## config.mk

```make
export PLATFORM = sky130hd
export DESIGN_NAME = controlador_display
export DESIGN_NICKNAME = d
export VERILOG_FILES = /design/src/rtl/controlador_display.sv
export SDC_FILE = /design/constraint.sdc
export NUM_CORES = 1
export LEC_CHECK = 0
export CAP_MARGIN = 20
export CORE_MARGIN = 5
export CORE_UTILIZATION = 41
export CTS_CLUSTER_DIAMETER = 200
export DETAILED_ROUTE_END_ITERATION = 8
export PLACE_DENSITY = 0.68
export SLEW_MARGIN = 40
export SYNTH_ARGS = -nofsm -noshare
export SYNTH_HDL_FRONTEND = slang
export SYNTH_SLANG_ARGS = --single-unit
```

## constraint.sdc

```tcl
create_clock -name clk -period 2.45 [get_ports clk]
set_input_delay 0.245 -clock clk [delete_from_list [all_inputs] [get_ports clk]]
set_output_delay 0.245 -clock clk [all_outputs]
set_load 0.02 [all_outputs]
```

## src/rtl/controlador_display.sv

```systemverilog
`default_nettype none
// ============================================================================
// Module      : controlador_display
// Description : Time-multiplexed scan controller for a 4-digit 7-segment
//               display sharing one external BCD-to-segment encoder. Holds a
//               double-buffered packed-BCD value that swaps in only at frame
//               boundaries, with leading-zero and invalid-digit suppression.
// Revision    : 1.0 - initial release
// ============================================================================
module controlador_display #(
    parameter int DIVISOR = 4
) (
    input  logic        clk,
    input  logic        rst_n,
    input  logic        load,
    input  logic [15:0] valor,
    input  logic        blank_zeros,
    output logic [3:0]  BCD,
    input  logic [6:0]  DISPLAY,
    output logic [6:0]  SEG,
    output logic [3:0]  AN,
    output logic        ack,
    output logic        erro
);

    localparam int              c_cnt_w    = (DIVISOR > 1) ? $clog2(DIVISOR) : 1;
    localparam logic [c_cnt_w-1:0] c_cnt_last = c_cnt_w'(DIVISOR - 1);

    localparam logic [0:0] c_st_blank = 1'b0;
    localparam logic [0:0] c_st_show  = 1'b1;

    logic [0:0]         r_state;
    logic [c_cnt_w-1:0] r_cnt;
    logic [1:0]         r_d;
    logic [3:0]         r_an;
    logic [6:0]         r_seg;
    logic [15:0]        r_ativo;
    logic [15:0]        r_sombra;
    logic               r_pendente;
    logic               r_ack;
    logic               r_erro;

    logic [3:0]  w_digit;
    logic        w_upper_zero;
    logic        w_suppress;
    logic        w_boundary;
    logic        w_apply;
    logic [15:0] w_next_ativo;
    logic        w_next_erro;

    // Current digit nibble goes straight to the shared encoder; it only changes
    // when the digit index or the active value changes, i.e. at slot ends.
    assign w_digit = r_ativo[{r_d, 2'b00} +: 4];
    assign BCD     = w_digit;

    // Current digit and every higher digit are zero (digit 0 is never blanked)
    always_comb begin
        w_upper_zero = 1'b0;
        case (r_d)
            2'd1:    w_upper_zero = (r_ativo[15:4]  == 12'h000);
            2'd2:    w_upper_zero = (r_ativo[15:8]  == 8'h00);
            2'd3:    w_upper_zero = (r_ativo[15:12] == 4'h0);
            default: w_upper_zero = 1'b0;
        endcase
    end

    assign w_suppress = (w_digit > 4'd9) || (blank_zeros && w_upper_zero);

    // Frame boundary is the edge that ends the last SHOW cycle of digit 3
    assign w_boundary   = (r_state == c_st_show) && (r_cnt == c_cnt_last) && (r_d == 2'd3);
    // A load on the boundary edge bypasses the shadow register
    assign w_next_ativo = load ? valor : r_sombra;
    assign w_apply      = w_boundary && (load || r_pendente);

    // Error flag for the value about to become active
    always_comb begin
        w_next_erro = 1'b0;
        for (int i = 0; i < 4; i++) begin
            if (w_next_ativo[i*4 +: 4] > 4'd9) begin
                w_next_erro = 1'b1;
            end
        end
    end

    // Scan sequencer: BLANK/SHOW alternation, dwell count, digit index and drive
    always_ff @(posedge clk or negedge rst_n) begin
        if (!rst_n) begin
            r_state <= c_st_blank;
            r_cnt   <= '0;
            r_d     <= 2'd0;
            r_an    <= 4'b1111;
            r_seg   <= 7'b0000000;
        end else begin
            case (r_state)
                c_st_blank: begin
                    r_state <= c_st_show;
                    r_cnt   <= '0;
                    r_an    <= ~(4'b0001 << r_d);
                    r_seg   <= w_suppress ? 7'b0000000 : DISPLAY;
                end
                default: begin
                    if (r_cnt == c_cnt_last) begin
                        r_state <= c_st_blank;
                        r_an    <= 4'b1111;
                        r_d     <= r_d + 2'd1;
                    end else begin
                        r_cnt <= r_cnt + c_cnt_w'(1);
                    end
                end
            endcase
        end
    end

    // Double buffer: shadow capture on load, swap into active at frame boundary
    always_ff @(posedge clk or negedge rst_n) begin
        if (!rst_n) begin
            r_ativo    <= 16'h0000;
            r_sombra   <= 16'h0000;
            r_pendente <= 1'b0;
            r_ack      <= 1'b0;
            r_erro     <= 1'b0;
        end else begin
            r_ack <= 1'b0;
            if (w_apply) begin
                r_ativo    <= w_next_ativo;
                r_erro     <= w_next_erro;
                r_pendente <= 1'b0;
                r_ack      <= 1'b1;
            end else if (load) begin
                r_sombra   <= valor;
                r_pendente <= 1'b1;
            end
        end
    end

    assign SEG  = r_seg;
    assign AN   = r_an;
    assign ack  = r_ack;
    assign erro = r_erro;

endmodule
`default_nettype wire

```

==> results.md <==
* Status: complete, no violations
* Reg clk slew, reported paths at 0.09 ns
* Final hold slack at around 0.44 ns
* Crit path cell chain: mux4_1, clkdlybuf4s50_1
* Mapped Cells at between 150 and 200
* Most common flop cell mapped by yosys: dfrtp_1
* Layout area overhead at 26.7%
* Slew margin rel. at 65.3%
* Fmax at ~430 MHz
* Worst path max stage delay at ~0.64 ns
* CP Capture Type: output pin
* Mean Syn Cell Area at about 12 sq um
* Number of buffers on the longest clock path at 2
* Total Routing Usage GR at between 10% and 20%
* CP delay by family, top: multiplexers
* Max VDD drop at 0.406 mV
* Num Clock Sinks at 51
* Initial core utilization at 42.3%
* Worst min path class: input pin to async pin
* Seq cells post-synth at 51
* Critical path launch point type: flop
* Diode count at 0
* Endpoints failing hold at 0
* RSZ-0062 raised after global routing: false
* Vias in the first global route at between 1,500 and 2,000
* Seq/Total Area, Yosys at between 50% and 60%
* Final Critical Period at 2.33 ns
* Async SR Flop Fraction at 100%
* Drt wl/cell at around 15 um
* Layout cell share with drive strength beyond 1 at between 15 and 20%
* Worst-Skew Late Latency at between 0.3 and 0.4 ns
* DRC at 0
* Required time of the critical path at roughly 2.2 ns
* I/O Pins at 44
* Core Util, Final at a little over half
* Row count at 27
* Mapped Nets at 224
* CP max FO at 8
* Worst Clk Skew at 0.00630 ns
* Drt initial violations at 53
* Count of flip-flops with a built-in enable after synthesis at 0
* Largest net degree at the start of global routing at 38
* Slowest CP cell: mux4_1
* P_leak at between 1 and 1.5 nW
* Dpl cell area at approximately 0.0028 sq mm
* Drt first pass iters at 4
* Area of the multi-input gates at 987 sq um
* Power Density at roughly 610 mW/mm^2
* Die area at 0.00732 sq mm
* Storage element area at roughly 0.0013 sq mm
* Routed via count at 1,595
* Nets at 269
* First-pass GRT wire length at roughly 8 mm
* Avg Vias per Cell at just over 5
* Number of I/O port buffers at 43
* Placed wire-length estimate at about 3.6 mm
* Max cap viols at 0
* Least-Margin Pin Slew at just over 0.5 ns
* Core area at approximately 0.0055 sq mm
* Synth Cell Area at 0.00234 sq mm
* Final Cycle Share at between 90 and 100%
* Gr ovfl total at 0
* DIE WIDTH at around 86 um
* Initial antenna violation count at 0
* PostCTS Resize Cnt at 0
* CTS Root Cell: clkbuf_8
* Design area at slightly below 0.003 sq mm
* Cell variety after synth at 29
* CTS tree: done
* Finish-stage setup viols at 0
* Chip height at 85.6 um
* Total negative slack at 0 ns
* Fill count at 511
* Routed wire length at between 4 and 5 mm
* Synth warn at 0
* Routability congestion estimate from global placement at just under 0.9
* Cts bufs inserted at 5
* Worst Path Buf+Inv at 1
* Power Total at 1.80 mW
* Worst Path Class, Setup: flop to output pin
* Worst endpoint data arrival time at approximately 2.1 ns
* Slew Viols, Final at 0
* H-tree Lvls at 2
* ANT nets after route at 0
==> final timing paths <==
kind                       depth (start not counted)  slack [ns]      endpoint        from
min in group clk                                   2        0.50    r_ativo[0]  r_ativo[0]
min reg2reg                                        2        0.50    r_ativo[0]  r_ativo[0]
max reg2reg                                        4        0.61  r_sombra[13]      r_d[0]
max in group asynchronous                          3        1.36         AN[2]       rst_n
max                                                2        0.12        BCD[3]      r_d[0]
min                                                2        0.44    r_ativo[6]       rst_n
==> cells by family after synthesis <==
logic type | Yosys count | synth area share (%)
and+or+nand+nor | 38 | 7.42
xor gates and xnor gates | 2 | 0.748
DFF | 51 | 54.7
AOI/OAI and AO/OA | 41 | 11.4
muxes | 37 | 19.1
buffers and inverters | 16 | 3.42
adders and majority gates | 6 | 3.21
==> area by class of cell <==
cell class                      instances  share of cell area [%]
Sequential cell                        51                    43.2
Tap cell                               72                    3.04
Clock inverter                          3                    1.48
Inverter                                4                   0.506
Clock buffer                            5                    2.32
Timing Repair Buffer                   50                    16.2
Multi-Input combinational cell        124                    33.3
==> worst register-to-register path, stage by stage, from the launching register on <==
cell and delay [ns]:
dfrtp_1 0.57, ha_1 0.36, o2111ai_2 0.19, nand2_4 0.24, mux2_2 0.37
==> synthesized netlist by cell type, drive strengths merged (4+ instances only) <==
cell type / count / area, sq um
o21ai: 22 / 114
nand2: 19 / 78.8
mux4: 4 / 97.6
ha: 6 / 75.1
dfstp: 4 / 105
nor2: 7 / 26.3
buf: 7 / 46.3
a22o: 7 / 61.3
a21oi: 5 / 25.0
dfrtp: 47 / 1180
mux2i: 17 / 170
a211oi: 4 / 30.0
clkbuf: 5 / 18.8
mux2: 16 / 180
inv: 4 / 15.0
nor3: 6 / 30.0
==> cells in the final DEF, fill, tap and decap left out, types with 2 or more instances in the layout <==
cell type	count
a21oi_1	5
a211oi_1	4
mux2i_1	17
o21ai_0	21
ha_1	6
nor4_1	3
nand2_1	18
inv_1	4
dfrtp_1	47
a22o_1	7
dfstp_2	4
mux2_2	16
nor3_1	6
buf_4	6
mux4_1	2
nand3b_1	2
clkbuf_8	5
mux4_2	2
nor2_1	7
clkdlybuf4s50_1	42
==> where the power goes <==
part / internal [mW] / switching, mW
combinational: 0.147 / 0.116
sequential: 0.907 / 0.0449
clock: 0.304 / 0.283
total: 1.36 / 0.445
==> per-stage QoR <==
stage	std cells	setup WS (ns)
2_1_floorplan	191	0.707
3_3_place_gp	300	0.493
3_5_place_dp	300	0.450
4_1_cts	309	0.0992
5_1_grt	309	0.0434
6_report	309	0.125
==> metal layers <==
layer | part of all wire [%] | GRT usage, % | vias to the layer above
met2 | 44 | 19.4 | 36
li1 | - | - | 779
met5 | 0 | 0 | -
met1 | 49 | 20.7 | 774
met4 | 1.1 | 3.88 | 0
met3 | 5.2 | 3.36 | 6
==> registers in the layout, indices dropped and copies added (netlist names) <==
| name | flops |
|---|---|
| SEG | 7 |
| r_cnt | 2 |
| r_d | 2 |
| r_state | 1 |
| r_pendente | 1 |
| AN | 4 |
| r_ativo | 16 |
| erro | 1 |
| r_sombra | 16 |
| ack | 1 |
==> repair_timing <==
action	CTS	global route
hold buffers	1	0
endpoints found under the hold margin	20	0
setup buffers	0	0
Note: power is estimated with default switching activity, not from simulation.
